File: src/rtl/simplez_pkg.sv
// Shared Simplez definitions: bus widths, opcodes, I/O map and the UART
// transmitter state encoding used by the serial output peripheral.
package simplez_pkg;

   localparam int ADDRW = 9;
   localparam int DATAW = 12;

   localparam logic [2:0] OP_ST   = 3'd0;
   localparam logic [2:0] OP_LD   = 3'd1;
   localparam logic [2:0] OP_ADD  = 3'd2;
   localparam logic [2:0] OP_BR   = 3'd3;
   localparam logic [2:0] OP_BZ   = 3'd4;
   localparam logic [2:0] OP_CLR  = 3'd5;
   localparam logic [2:0] OP_DEC  = 3'd6;
   localparam logic [2:0] OP_HALT = 3'd7;

   // I/O registers live at the top of the 512-word map
   localparam logic [ADDRW-1:0] ADDR_TXDATA = 9'd508;
   localparam logic [ADDRW-1:0] ADDR_TXSTAT = 9'd509;

   localparam logic [1:0] TX_IDLE  = 2'd0;
   localparam logic [1:0] TX_START = 2'd1;
   localparam logic [1:0] TX_DATA  = 2'd2;
   localparam logic [1:0] TX_STOP  = 2'd3;

   function automatic logic [DATAW-1:0] zext_byte(input logic [7:0] b);
      return {{(DATAW-8){1'b0}}, b};
   endfunction

endpackage

File: src/rtl/simplez_uart_tx_port_if.sv
// CPU external bus as seen by a memory-mapped Simplez peripheral.
interface simplez_uart_tx_port_if;
   import simplez_pkg::*;

   logic [ADDRW-1:0] addr;
   logic             wr;
   logic             rd;
   logic [DATAW-1:0] data_in;
   logic [DATAW-1:0] data_out;
   logic             hit;

   modport master (output addr, wr, rd, data_in, input  data_out, hit);
   modport slave  (input  addr, wr, rd, data_in, output data_out, hit);

endinterface

File: src/rtl/simplez_baud_tick.sv
// Bit-period timer: reload to BAUD_DIV-1 on load, count down while enabled,
// tick for the clock in which the count sits at zero.
module simplez_baud_tick #(
   parameter int BAUD_DIV = 104
) (
   input  logic clk,
   input  logic rstn,
   input  logic load,
   input  logic en,
   output logic tick
);

   localparam int              CW     = $clog2(BAUD_DIV);
   localparam logic [CW-1:0]   RELOAD = CW'(BAUD_DIV - 1);

   logic [CW-1:0] cnt;

   // NOTE: sequential state is assigned with <= so every flop samples pre-edge values.
   always_ff @(negedge clk) begin
      if (!rstn)
         cnt <= '0;
      else if (load)
         cnt <= RELOAD;
      else if (en && cnt != '0)
         cnt <= cnt - 1'b1;
   end

   assign tick = en && (cnt == '0);

endmodule

File: src/rtl/simplez_uart_tx_port.sv
// Memory-mapped 8N1 UART transmitter for the Simplez bus (TXDATA/TXSTAT).
// Define SIMPLEZ_TX_HOLD_EN to add a one-byte hold register behind the shifter.
module simplez_uart_tx_port #(
   parameter int                              BAUD_DIV    = 104,
   parameter logic [simplez_pkg::ADDRW-1:0]   ADDR_TXDATA = simplez_pkg::ADDR_TXDATA,
   parameter logic [simplez_pkg::ADDRW-1:0]   ADDR_TXSTAT = simplez_pkg::ADDR_TXSTAT
) (
   input  logic                  clk,
   input  logic                  rstn,
   simplez_uart_tx_port_if.slave bus,
   output logic                  tx,
   output logic                  busy
);
   import simplez_pkg::*;

   logic [1:0]       state;
   logic [7:0]       shreg;
   logic [2:0]       bit_cnt;
   logic [7:0]       last_byte;
   logic             overrun;
   logic             hit_q;
   logic [DATAW-1:0] data_q;

   logic       sel_data, sel_stat, wr_data, wr_stat;
   logic       ready, accept, start_idle, stop_end;
   logic       load, tick;
   logic [7:0] wr_byte;
   logic       unused_hi;

`ifdef SIMPLEZ_TX_HOLD_EN
   logic [7:0] hold_byte;
   logic       hold_full;
   logic       hold_fill;
`endif

   assign sel_data  = (bus.addr == ADDR_TXDATA);
   assign sel_stat  = (bus.addr == ADDR_TXSTAT);
   assign wr_data   = bus.wr && sel_data;
   assign wr_stat   = bus.wr && sel_stat;
   assign wr_byte   = bus.data_in[7:0];
   assign unused_hi = ^bus.data_in[DATAW-1:8];

   assign busy       = (state != TX_IDLE);
   assign stop_end   = (state == TX_STOP) && tick;

`ifdef SIMPLEZ_TX_HOLD_EN
   assign ready      = !hold_full;
   // A byte arriving on the stop-bit's last edge goes straight to the shifter
   assign hold_fill  = accept && busy && !stop_end;
`else
   assign ready      = !busy;
`endif

   assign accept     = wr_data && ready;
   assign start_idle = accept && (state == TX_IDLE);
   assign load       = start_idle || tick;

   simplez_baud_tick #(.BAUD_DIV(BAUD_DIV)) u_baud (
      .clk  (clk),
      .rstn (rstn),
      .load (load),
      .en   (busy),
      .tick (tick)
   );

   // NOTE: tx gets a default before the case so no latch is inferred.
   always_comb begin
      tx = 1'b1;
      case (state)
         TX_START: tx = 1'b0;
         TX_DATA:  tx = shreg[0];
         default:  tx = 1'b1;
      endcase
   end

   always_ff @(negedge clk) begin
      if (!rstn) begin
         state     <= TX_IDLE;
         shreg     <= '0;
         bit_cnt   <= '0;
         last_byte <= '0;
         overrun   <= 1'b0;
         hit_q     <= 1'b0;
         data_q    <= '0;
`ifdef SIMPLEZ_TX_HOLD_EN
         hold_byte <= '0;
         hold_full <= 1'b0;
`endif
      end else begin
         if (wr_data)
            last_byte <= wr_byte;

         // Set beats clear when both land on the same edge
         if (wr_data && !ready)
            overrun <= 1'b1;
         else if (wr_stat)
            overrun <= 1'b0;

         hit_q <= bus.rd && (sel_data || sel_stat);
         if (bus.rd && sel_data)
            data_q <= zext_byte(last_byte);
         else if (bus.rd && sel_stat)
            data_q <= {{(DATAW-2){1'b0}}, overrun, ready};

`ifdef SIMPLEZ_TX_HOLD_EN
         if (hold_fill) begin
            hold_byte <= wr_byte;
            hold_full <= 1'b1;
         end else if (stop_end) begin
            hold_full <= 1'b0;
         end
`endif

         case (state)
            TX_IDLE: begin
               if (accept) begin
                  shreg <= wr_byte;
                  state <= TX_START;
               end
            end
            TX_START: begin
               if (tick) begin
                  bit_cnt <= '0;
                  state   <= TX_DATA;
               end
            end
            TX_DATA: begin
               if (tick) begin
                  shreg   <= {1'b0, shreg[7:1]};
                  bit_cnt <= bit_cnt + 3'd1;
                  if (bit_cnt == 3'd7)
                     state <= TX_STOP;
               end
            end
            default: begin
               if (tick) begin
`ifdef SIMPLEZ_TX_HOLD_EN
                  if (hold_full) begin
                     shreg <= hold_byte;
                     state <= TX_START;
                  end else if (accept) begin
                     shreg <= wr_byte;
                     state <= TX_START;
                  end else begin
                     state <= TX_IDLE;
                  end
`else
                  state <= TX_IDLE;
`endif
               end
            end
         endcase
      end
   end

   assign bus.hit      = hit_q;
   assign bus.data_out = data_q;

endmodule

File: src/flat_wrapper.sv
// flat-port wrapper written by rule: the top's interface ports become plain ports
module simplez_uart_tx_port_flat import simplez_pkg::*;
#(
   parameter int                              BAUD_DIV    = 104,
   parameter logic [simplez_pkg::ADDRW-1:0]   ADDR_TXDATA = simplez_pkg::ADDR_TXDATA,
   parameter logic [simplez_pkg::ADDRW-1:0]   ADDR_TXSTAT = simplez_pkg::ADDR_TXSTAT
)
  (clk, rstn, tx, busy, bus_addr, bus_wr, bus_rd, bus_data_in, bus_data_out, bus_hit);
  simplez_uart_tx_port_if bus_i ();
  input  logic clk;
  input  logic rstn;
  output logic tx;
  output logic busy;
  input wire logic [$bits(bus_i.addr)-1:0] bus_addr;
  input wire logic [$bits(bus_i.wr)-1:0] bus_wr;
  input wire logic [$bits(bus_i.rd)-1:0] bus_rd;
  input wire logic [$bits(bus_i.data_in)-1:0] bus_data_in;
  output wire logic [$bits(bus_i.data_out)-1:0] bus_data_out;
  output wire logic [$bits(bus_i.hit)-1:0] bus_hit;
  assign bus_i.addr = bus_addr;
  assign bus_i.wr = bus_wr;
  assign bus_i.rd = bus_rd;
  assign bus_i.data_in = bus_data_in;
  assign bus_data_out = bus_i.data_out;
  assign bus_hit = bus_i.hit;
  simplez_uart_tx_port #(.BAUD_DIV(BAUD_DIV), .ADDR_TXDATA(ADDR_TXDATA), .ADDR_TXSTAT(ADDR_TXSTAT)) u_core (.clk(clk), .rstn(rstn), .bus(bus_i), .tx(tx), .busy(busy));
endmodule
File: config.mk
export PLATFORM = sky130hd
export DESIGN_NAME = simplez_uart_tx_port_flat
export DESIGN_NICKNAME = d
export VERILOG_FILES = /design/src/rtl/simplez_pkg.sv /design/src/rtl/simplez_uart_tx_port_if.sv /design/src/rtl/simplez_baud_tick.sv /design/src/rtl/simplez_uart_tx_port.sv /design/src/flat_wrapper.sv
export SDC_FILE = /design/constraint.sdc
export NUM_CORES = 1
export LEC_CHECK = 0
export BUFFER_PORTS_ARGS = -buffer_cell sky130_fd_sc_hd__buf_2
export CORE_MARGIN = 4
export CORE_UTILIZATION = 49
export CTS_BUF_LIST = sky130_fd_sc_hd__clkbuf_4 sky130_fd_sc_hd__clkbuf_8 sky130_fd_sc_hd__clkbuf_16
export CTS_CLUSTER_SIZE = 28
export DETAILED_ROUTE_END_ITERATION = 12
export HOLD_SLACK_MARGIN = 0.08
export PLACE_DENSITY = 0.87
export REMOVE_ABC_BUFFERS = 1
export SYNTH_ARGS = -nofsm -noshare
export SYNTH_HDL_FRONTEND = slang
export SYNTH_SLANG_ARGS = --single-unit
File: constraint.sdc
create_clock -name clk -period 1.9 [get_ports clk]
set_input_delay 0.095 -clock clk [delete_from_list [all_inputs] [get_ports clk]]
set_output_delay 0.095 -clock clk [all_outputs]
set_load 0.01 [all_outputs]
# ---- Word level (Yosys, flattened, before mapping)
# Cells that the tools add are included.
dict set report classes {
  n_addsub 2
  n_eq_ne 9
  muxes 19
  bitwise_logic 1
  n_reduce_logical 27
}
# cell count
set ops {}
lappend ops {{$mux W8} 4}
lappend ops {{$eq A9 B9 Y1 const B} 2}
lappend ops {{$pmux W8 S2} 1}
lappend ops {{$mux W7} 2}
lappend ops {{$reduce_bool A2 Y1} 7}
lappend ops {{$logic_and A1 B1 Y1} 10}
lappend ops {{$mux W2} 5}
lappend ops {{$ne A2 B1 Y1 const B} 4}
lappend ops {{$logic_not A7 Y1} 1}
lappend ops {{$reduce_bool A7 Y1} 1}
lappend ops {{$sub A7 B1 Y7 const B} 1}
lappend ops {{$mux W3} 2}
lappend ops {{$pmux W2 S3} 1}
lappend ops {{$pmux W3 S2} 1}
lappend ops {{$reduce_and A3 Y1} 2}
lappend ops {{$reduce_and A5 Y1} 1}
lappend ops {{$add A3 B1 Y3 const B} 1}
lappend ops {{$eq A3 B3 Y1 const B} 1}
lappend ops {{$eq A2 B1 Y1 const B} 1}
lappend ops {{$eq A2 B2 Y1 const B} 1}
lappend ops {{$logic_not A2 Y1} 1}
lappend ops {{$logic_or A1 B1 Y1} 2}
lappend ops {{$mux W1} 2}
lappend ops {{$pmux W1 S2} 1}
lappend ops {{3 further kinds} 3}
dict set report word_totals {
  regBits 38
  input_bits 25
  out_inout_bits 15
  wordCells 67
}

# ---- Depth between registers and ports, before layout
# Gate-level depths: netlist of run 1.
dict set report depth {
  ltp_word 6
  mapped_depth 8
  depth_no_buf 6
}

# ---- By module
# From an unflattened synthesis of run 1, not the netlist that was laid out.
dict set report hier_totals {
  hier_cells 217
  area_unflattened_um2 1980.6
}
# module instances cells_each area_each_um2 seq_area_each_um2
set by_module_without_submodules {}
lappend by_module_without_submodules {simplez_uart_tx_port 1 166 1536.5 620.6}
lappend by_module_without_submodules {simplez_baud_tick 1 51 444.2 140.1}

==> flow_metrics.py, run 1 <==
metrics = {
    "outcome": {
        "outcome": "finished, violations left",
        "violations": "setup timing",
    },
    "clocking": {
        "htreeDepth": 2,
        "cts_num_sinks": 38,
        "clk_path_buf_depth": 2,
        "cts_tree": "built",
        "root_buffer": "clkbuf_8",
        "path_clk_slew_ns": 0.05,
        "clk_latency_ns": 0.38,
        "cts_inserted_buffers": 5,
    },
    "global_route": {
        "grt_overflow_total": 0,
        "antenna_found_initial": 0,
        "grt_max_degree": 17,
        "grt_use_total": 0.184,
        "grt_pass1_wl_mm": 7.67,
        "grt_pass1_vias": 1816,
    },
    "floorplan": {
        "core_sq_um": 3800,
        "die_area_sq_um": 5130,
        "die_w_um": 71.6,
        "std_cell_rows": 22,
        "fp.dieH_um": 71.6,
        "ios": 40,
        "start_util": 0.522,
    },
    "pwr": {
        "combPwrFrac": 0.109,
        "power_switching_uw": 649,
        "powerDensity_nw_per_um2": 728,
        "ir_drop_uv": 381,
        "clockPowerShare": 0.461,
        "p_int_mw": 1.27,
        "swShare": 0.338,
        "pwr-share-seq": 0.429,
        "p_leak_nw": 1.35,
    },
    "route": {
        "drtAntennaViolNets": 0,
        "avgViaCountPerCell": 5.44,
        "wire_per_inst_um": 13.5,
        "drt-initial-drc-count": 94,
        "wl_mm": 4.82,
        "drcViolationCount": 0,
        "via_count": 1948,
        "first_pass_iters": 5,
    },
    "min_path": {
        "hold_start": "u_core.bus.data_out[7]$_SDFFE_NN0P_",
        "worstHoldPathType": "reg -> reg",
    },
    "yosys": {
        "yosysWarnings": 0,
        "synth_seq_cells": 38,
        "yosys-top-cells-area": "dfxtp_1 (38%), nand2_1 (7.0%), a21boi_0 (6.4%), mux2i_1 (6.1%), ha_1 (5.0%)",
        "synth_top_area_share": 0.383,
        "ys_seq_area_frac": 0.383,
        "netlist_area_sq_um": 1980,
        "syn-instance-count": 219,
        "yosysTopAreaCell": "dfxtp_1",
        "syn_area_per_cell_sq_um": 9.06,
        "async_reset_ff_frac": 0,
        "ys_types": 43,
        "synth_edf_count": 0,
        "synth_ff_type": "dfxtp_1",
    },
    "timing": {
        "slew_violations": 0,
        "rsz0062_at_grt": "yes",
        "setup_tns_ns": -1.33,
        "worst_hold_slack_ns": 0.443,
        "skew_ns": 0.0269,
        "setup_ws_ns": -0.453,
        "hold_viol_final": 0,
        "setup_viol": 10,
    },
    "critical_path": {
        "crit_path_end_kind": "output port",
        "path_class": "reg -> out",
        "reg2reg_setup_slack_ns": -0.03,
        "startpoint_type": "flop",
        "timing.rr.start": "u_core.state[0]$_SDFFE_NN0P_",
        "crit_fanout": 3,
        "cp.required_ns": 1.80,
        "cp_data_arrival_time_ns": 2.26,
        "worstSetupStartpoint": "u_core.state[0]$_SDFFE_NN0P_",
    },
    "placed_design": {
        "place.gp.congestion": 0.848,
        "dp_hpwl_mm": 3.23,
        "dpl-instance-area_sq_um": 2330,
        "placed_cells": 312,
        "io_buffers": 31,
    },
    "final_layout": {
        "antenna_cells": 0,
        "fill_cells": 273,
        "multi_input_area_sq_um": 1150,
        "drive_above_1_share": 0.284,
        "layout.area.seq_sq_um": 768,
        "area_growth_pct": 33.0,
        "layoutNonFillerInstCount": 358,
        "fin_area_sq_um": 2640,
        "nNetsFinal": 342,
    },
    "run": {
        "max_cap_viol_count": 0,
    },
}
==> what timing repair did <==
action / in CTS / in global routing
pin swaps: 1 / 8
resized for setup: 11 / 17
hold buffers: 0 / 0
endpoints found under the setup margin: 11 / 17
setup buffers: 1 / 2
==> critical path, cell delays in order, from the launching register on <==
cell     delay, ns
dfxtp_4       0.36
inv_4         0.07
ha_4          0.13
mux2i_2       0.21
buf_2         0.16
==> cells by family (layout without fill, tap and decap cells) <==
kind of cell	after synthesis	in the layout	synth area share
DFF	38	38	0.383
muxes	12	12	0.0605
buffers and inverters	26	114	0.0694
xor gates and xnor gates	3	3	0.0132
adders and majority gates	8	8	0.0504
other	1	4	0.00189
AOI/OAI and AO/OA	51	51	0.196
and+or+nand+nor	80	80	0.225
==> layout make-up <==
class,count,area share
repair buffers,59,0.148
well taps,48,0.0227
multi-input cells,158,0.437
clock buffers,5,0.0261
clock inverters,41,0.0607
flip-flops and latches,38,0.291
inverters,9,0.0137
==> sequential cells by signal, indices dropped and copies added (netlist names) <==
| register | count |
|---|---|
| u_core.last_byte | 8 |
| u_core.bit_cnt | 3 |
| u_core.u_baud.cnt | 7 |
| u_core.shreg | 8 |
| u_core.bus.hit | 1 |
| u_core.overrun | 1 |
| u_core.bus.data_out | 8 |
| u_core.state | 2 |
==> metrics by stage <==
| step | util | total power, mW | setup WS (ns) |
|---|---|---|---|
| 2_1_floorplan | - | 1.06 | -0.419 |
| 3_3_place_gp | 0.612 | 1.15 | -0.293 |
| 3_5_place_dp | 0.612 | 1.15 | -0.371 |
| 4_1_cts | 0.681 | 1.93 | -0.406 |
| 5_1_grt | 0.695 | 2.06 | -0.498 |
| 6_report | 0.695 | 1.92 | -0.453 |
==> cell usage in the layout, fill, tap and decap left out, types with 3 or more instances in the layout <==
| master | count |
|---|---|
| nand4_1 | 7 |
| o211a_1 | 7 |
| nand3_1 | 8 |
| inv_1 | 44 |
| clkbuf_8 | 5 |
| dfxtp_1 | 36 |
| nand2_1 | 37 |
| o311a_1 | 7 |
| mux2i_1 | 11 |
| nand4b_1 | 3 |
| a21boi_1 | 5 |
| inv_4 | 3 |
| conb_1 | 4 |
| a21boi_0 | 12 |
| buf_4 | 25 |
| o21ai_1 | 6 |
| buf_6 | 3 |
| buf_2 | 30 |
| ha_1 | 6 |
| o21ai_0 | 3 |
| nor2_1 | 5 |
==> cell usage after synthesis, types with 3 or more instances <==
| cell | number |
|---|---|
| dfxtp_1 | 38 |
| nand2_1 | 37 |
| a21boi_0 | 17 |
| mux2i_1 | 12 |
| inv_1 | 10 |
| ha_1 | 8 |
| nand3_1 | 8 |
| nand4_1 | 7 |
| o211a_1 | 7 |
| o21ai_1 | 7 |
| o311a_1 | 7 |
| buf_2 | 5 |
| nor2_1 | 5 |
| buf_4 | 4 |
| clkbuf_1 | 4 |
| a21oi_1 | 3 |
| nand4b_1 | 3 |
| o21ai_0 | 3 |
==> worst paths after layout <==
path                                         endpoint  depth (start not counted)
setup / recovery                                   tx                          4
hold reg to reg   u_core.bus.data_out[7]$_SDFFE_NN0P_                          2
hold / removal    u_core.bus.data_out[7]$_SDFFE_NN0P_                          2
setup reg to reg         u_core.shreg[2]$_SDFFE_NN0P_                          8
==> per-layer routing <==
| layer | up-vias | part of all wire | GRT usage |
|---|---|---|---|
| met4 | 0 | 0.026 | 0.125 |
| met3 | 16 | 0.081 | 0.0603 |
| met2 | 90 | 0.47 | 0.280 |
| li1 | 956 | - | - |
| met1 | 886 | 0.42 | 0.220 |
| met5 | - | 0 | 0 |
==> power by group through the flow <==
stage / Sequential, mW / Clock [mW] / Combinational, mW
6_report: 0.825 / 0.887 / 0.210
5_1_grt: 0.823 / 1.01 / 0.231
4_1_cts: 0.823 / 0.914 / 0.197
3_5_place_dp: 0.836 / 0.125 / 0.193
3_3_place_gp: 0.835 / 0.125 / 0.186
2_1_floorplan: 0.833 / 0.125 / 0.102
Power figures use the tool's default switching activity.
==> inputs of run 2 (changes only) <==
Settings changed: SKIP_LAST_GASP from default to 1, SYNTH_HIERARCHICAL from default to 1.
==> flow_metrics.py, run 2 <==
metrics = {
    "outcome": {
        "outcome": "finished, violations left",
        "violations": "setup timing",
    },
    "route": {
        "via_count": 2319,
        "drt-initial-drc-count": 312,
        "wire_per_inst_um": 19.2,
        "avgViaCountPerCell": 6.20,
        "drcViolationCount": 0,
        "wl_mm": 7.16,
        "first_pass_iters": 5,
        "drtAntennaViolNets": 0,
    },
    "yosys": {
        "synth_ff_type": "dfxtp_1",
        "yosys-top-cells-area": "dfxtp_1 (38%), ha_1 (5.1%), mux2i_1 (5.1%), nor2_1 (4.2%), o221a_2 (4.0%)",
        "netlist_area_sq_um": 1980,
        "synth_commonest_cells": "dfxtp_1 (38), nor2_1 (22), inv_1 (16)",
        "synth_edf_count": 0,
        "synth_seq_cells": 38,
        "synth_most_common_cell": "dfxtp_1",
        "ys_seq_area_frac": 0.384,
        "async_reset_ff_frac": 0,
        "ys_types": 53,
        "syn-instance-count": 217,
        "yosysTopAreaCell": "dfxtp_1",
        "yosysWarnings": 6,
        "synth_top_area_share": 0.384,
        "syn_area_per_cell_sq_um": 9.13,
    },
    "critical_path": {
        "path_cells": "inv_4 > ha_4 > mux2i_1 > buf_2",
        "slowest_delay_ns": 0.37,
        "slowest_stage": "dfxtp_4",
        "crit_path_end_kind": "output port",
        "cp.required_ns": 1.80,
        "path_buf_inv": 2,
        "critPathTopFamily": "flip-flops",
        "startpoint_type": "flop",
        "crit_fanout": 3,
        "cp_data_arrival_time_ns": 2.22,
        "path_class": "reg -> out",
    },
    "final_layout": {
        "area_growth_pct": 48.5,
        "layoutNonFillerInstCount": 374,
        "drive_above_1_share": 0.423,
        "layout.area.seq_sq_um": 768,
        "multi_input_area_sq_um": 1250,
        "antenna_cells": 0,
        "final_cell_mix": "inv_1 (48), dfxtp_1 (36), buf_4 (35)",
        "layout_commonest_cell": "inv_1",
        "fill_cells": 208,
        "nNetsFinal": 358,
    },
    "pwr": {
        "ir_drop_uv": 412,
        "total_power_mw": 2.21,
        "p_leak_nw": 1.36,
        "powerDensity_nw_per_um2": 752,
    },
    "timing": {
        "hold_viol_final": 0,
        "skew_ns": 0.0408,
        "setup_viol": 26,
        "worst_hold_slack_ns": 0.443,
        "setup_ws_ns": -0.417,
        "setup_tns_ns": -2.51,
        "slew_violations": 0,
        "rsz0062_at_grt": "yes",
    },
    "placed_design": {
        "placed_cells": 314,
        "io_buffers": 31,
        "dp_hpwl_mm": 3.46,
        "place.gp.congestion": 0.814,
    },
    "clocking": {
        "hold_buffers": 0,
        "cts_inserted_buffers": 5,
        "cts_num_sinks": 38,
        "root_buffer": "clkbuf_8",
        "clk_path_buf_depth": 2,
        "path_clk_slew_ns": 0.05,
        "htreeDepth": 2,
        "cts_tree": "built",
        "clk_latency_ns": 0.40,
    },
    "global_route": {
        "grt_pass1_wl_mm": 9.59,
        "grt_use_total": 0.236,
        "grt_max_degree": 23,
        "grt_overflow_total": 0,
        "antenna_found_initial": 0,
        "grt_pass1_vias": 2198,
    },
    "floorplan": {
        "core_sq_um": 3770,
        "die_area_sq_um": 5120,
        "die_w_um": 71.6,
        "std_cell_rows": 22,
        "fp.dieH_um": 71.6,
        "ios": 40,
        "start_util": 0.525,
    },
    "min_path": {
        "worstHoldPathType": "reg -> reg",
    },
    "run": {
        "max_cap_viol_count": 0,
    },
}
[run 2: cell count changes in the layout (fill, tap and decap cells not counted), sizes merged, moves of 8 or more]
cell	previous run	this run
a32oi	0	8
nand2	37	13
a21boi	17	2
buf	59	77
nor2	5	22
a21oi	3	13
[run 2: tightest hold or removal path, delay by kind of cell (launching register included)]
| kind | cells | cell delay, ns |
|---|---|---|
| compound gates | 1 | 0.05 |
| flops | 1 | 0.29 |
| simple gates | 1 | 0.05 |
[run 2: what timing repair did]
item / CTS / global route
pin swaps: 12 / 13
setup buffers: 8 / 11
gates cloned: 0 / 1
endpoints found under the setup margin: 18 / 37
resized for setup: 34 / 35
[run 2: worst paths after layout]
path                                        from                                  end  slack (ns)  cells past startpoint
max                 u_core/state[0]$_SDFFE_NN0P_                                   tx       -0.42                      4
min          u_core/bus.data_out[6]$_SDFFE_NN0P_  u_core/bus.data_out[6]$_SDFFE_NN0P_        0.44                      2
max reg2reg         u_core/state[0]$_SDFFE_NN0P_    u_core/u_baud/cnt[6]$_SDFFE_NN0P_       -0.30                      8
min reg2reg  u_core/bus.data_out[6]$_SDFFE_NN0P_  u_core/bus.data_out[6]$_SDFFE_NN0P_        0.44                      2
[run 2: area by class of cell]
type | instances | area share
clock buffers | 5 | 0.0234
clock inverters | 41 | 0.0557
inverters | 14 | 0.0196
multi-input cells | 151 | 0.424
flip-flops and latches | 38 | 0.261
well taps | 48 | 0.0204
repair buffers | 77 | 0.196
[run 2: through the flow]
stage / utilization / worst slack [ns] / instance area [sq um]
2_1_floorplan: - / -0.759 / 1870
5_1_grt: 0.780 / -0.500 / 2940
4_1_cts: 0.727 / -0.388 / 2740
3_5_place_dp: 0.615 / -0.725 / 2320
3_3_place_gp: 0.615 / -0.659 / 2320
6_report: 0.780 / -0.417 / 2940
[run 2: routing by layer]
| layer | track usage | up-vias | part of all wire |
|---|---|---|---|
| li1 | - | 1001 | - |
| met1 | 0.235 | 1104 | 0.35 |
| met2 | 0.413 | 162 | 0.51 |
| met3 | 0.0813 | 52 | 0.087 |
| met4 | 0.152 | 0 | 0.050 |
| met5 | 0 | - | 0 |
[run 2: kinds of logic after synthesis]
| group | Yosys count | synth area share |
|---|---|---|
| other cells | 1 | 0.00189 |
| mux | 10 | 0.0505 |
| fa+ha+maj | 8 | 0.0505 |
| flops | 38 | 0.384 |
| compound gates | 55 | 0.211 |
| simple gates | 73 | 0.212 |
| buf+inv | 32 | 0.0903 |
[run 2: power by group]
group	internal, mW	leakage [nW]	switching, mW
Combinational	0.197	0.805	0.209
Clock	0.371	0.252	0.594
Sequential	0.820	0.308	0.0213
Total	1.39	1.36	0.824
==> inputs of run 3 (changes only) <==
Settings changed: PLACE_DENSITY 0.87 to 0.75.
==> flow_metrics.py, run 3 (synthesis results as in run 2) <==
metrics = {
    "clocking": {
        "clk_latency_ns": 0.37,
        "htreeDepth": 2,
        "clk_path_buf_depth": 2,
        "root_buffer": "clkbuf_8",
        "cts_tree": "built",
        "cts_inserted_buffers": 5,
        "path_clk_slew_ns": 0.03,
        "cts_num_sinks": 38,
        "hold_buffers": 0,
    },
    "critical_path": {
        "path_class": "reg -> out",
        "crit_path_end_kind": "output port",
        "cp.required_ns": 1.80,
        "crit_fanout": 2,
        "startpoint_type": "flop",
        "slowest_stage": "dfxtp_2",
        "cp_data_arrival_time_ns": 2.23,
        "slowest_delay_ns": 0.32,
        "path_cells": "inv_2 > ha_4 > mux2i_2 > buf_2",
    },
    "timing": {
        "setup_viol": 14,
        "setup_ws_ns": -0.421,
        "hold_viol_final": 0,
        "skew_ns": 0.0138,
        "rsz0062_at_grt": "yes",
        "slew_violations": 0,
    },
    "pwr": {
        "powerDensity_nw_per_um2": 751,
        "total_power_mw": 2.06,
        "p_leak_nw": 1.30,
        "ir_drop_uv": 379,
    },
    "route": {
        "drcViolationCount": 0,
        "drtAntennaViolNets": 0,
        "avgViaCountPerCell": 5.47,
        "first_pass_iters": 4,
        "wl_mm": 4.94,
        "wire_per_inst_um": 13.5,
        "via_count": 1998,
        "drt-initial-drc-count": 84,
    },
    "global_route": {
        "antenna_found_initial": 0,
        "grt_pass1_vias": 2043,
        "grt_overflow_total": 0,
        "grt_pass1_wl_mm": 8.29,
        "grt_use_total": 0.197,
        "grt_max_degree": 23,
    },
    "placed_design": {
        "io_buffers": 31,
        "place.gp.congestion": 0.810,
        "dp_hpwl_mm": 3.29,
    },
    "floorplan": {
        "die_w_um": 71.6,
        "start_util": 0.525,
        "fp.dieH_um": 71.6,
        "core_sq_um": 3770,
        "ios": 40,
        "std_cell_rows": 22,
        "die_area_sq_um": 5120,
    },
    "final_layout": {
        "layout_commonest_cell": "inv_1",
        "area_growth_pct": 38.6,
        "fin_util": 0.728,
        "final_cell_mix": "inv_1 (48), dfxtp_1 (35), buf_4 (32)",
        "nNetsFinal": 349,
        "antenna_cells": 0,
        "drive_above_1_share": 0.369,
    },
    "outcome": {
        "violations": "setup timing",
        "outcome": "finished, violations left",
    },
    "run": {
        "max_cap_viol_count": 0,
    },
    "min_path": {
        "worstHoldPathType": "reg -> reg",
    },
}
## run 3: cell count changes in the layout (fill, tap and decap cells not counted), moves of 3 or more
cell	change
buf_6	-8
a211oi_1	+3
a211oi_2	-3
buf_4	-3
## run 3: power breakdown
group / total, mW / switching (mW) / internal [mW]
clock network: 0.890 / 0.520 / 0.369
logic: 0.335 / 0.160 / 0.176
registers: 0.837 / 0.0148 / 0.823
total: 2.06 / 0.695 / 1.37
## run 3: final cells by class
type / instances / area (sq um)
clock buffers: 5 / 68.8
inverters: 14 / 52.6
fillers: 282 / 1030
well taps: 48 / 60.1
multi-input cells: 150 / 1140
clock inverters: 41 / 164
flip-flops and latches: 38 / 767
repair buffers: 69 / 493
## run 3: final timing paths
check | startpoint | endpoint | slack (ns) | depth (start not counted)
worst max-delay path | u_core/state[0]$_SDFFE_NN0P_ | tx | -0.42 | 4
worst min register to register | u_core/bus.data_out[7]$_SDFFE_NN0P_ | u_core/bus.data_out[7]$_SDFFE_NN0P_ | 0.45 | 2
worst max register to register | u_core/state[1]$_SDFFE_NN0P_ | u_core/u_baud/cnt[6]$_SDFFE_NN0P_ | -0.17 | 7
worst min-delay path | u_core/bus.data_out[7]$_SDFFE_NN0P_ | u_core/bus.data_out[7]$_SDFFE_NN0P_ | 0.45 | 2
## run 3: routing by layer
layer | up-vias | share of wire | global-route usage
li1 | 986 | - | -
met1 | 942 | 0.42 | 0.217
met2 | 61 | 0.50 | 0.320
met3 | 9 | 0.058 | 0.0912
met4 | 0 | 0.017 | 0.0960
met5 | - | 0 | 0
## run 3: worst max-delay path: cells and delay by family (launching register included)
kind	cells	cell delay [ns]
fa+ha+maj	1	0.14
buf+inv	2	0.23
mux	1	0.22
flops	1	0.32
## run 3: stage by stage
stage | area, sq um | setup WS [ns] | TNS [ns] | hold WS [ns] | cells
floorplan | 1870 | -0.759 | -9.94 | 0.446 | 204
global placement | 2360 | -0.648 | -12.21 | 0.434 | 316
detailed placement | 2360 | -0.667 | -12.53 | 0.440 | 316
CTS | 2670 | -0.397 | -1.18 | 0.445 | 363
global route | 2750 | -0.502 | -1.85 | 0.460 | 365
finish | 2750 | -0.421 | -1.33 | 0.445 | 365
## run 3: repair_timing
action                     in CTS  in global routing
resized for setup              18                 14
setup endpoints to repair      16                 18
pin swaps                       8                  5
hold endpoints to repair        0                  0
setup buffers                   3                  2
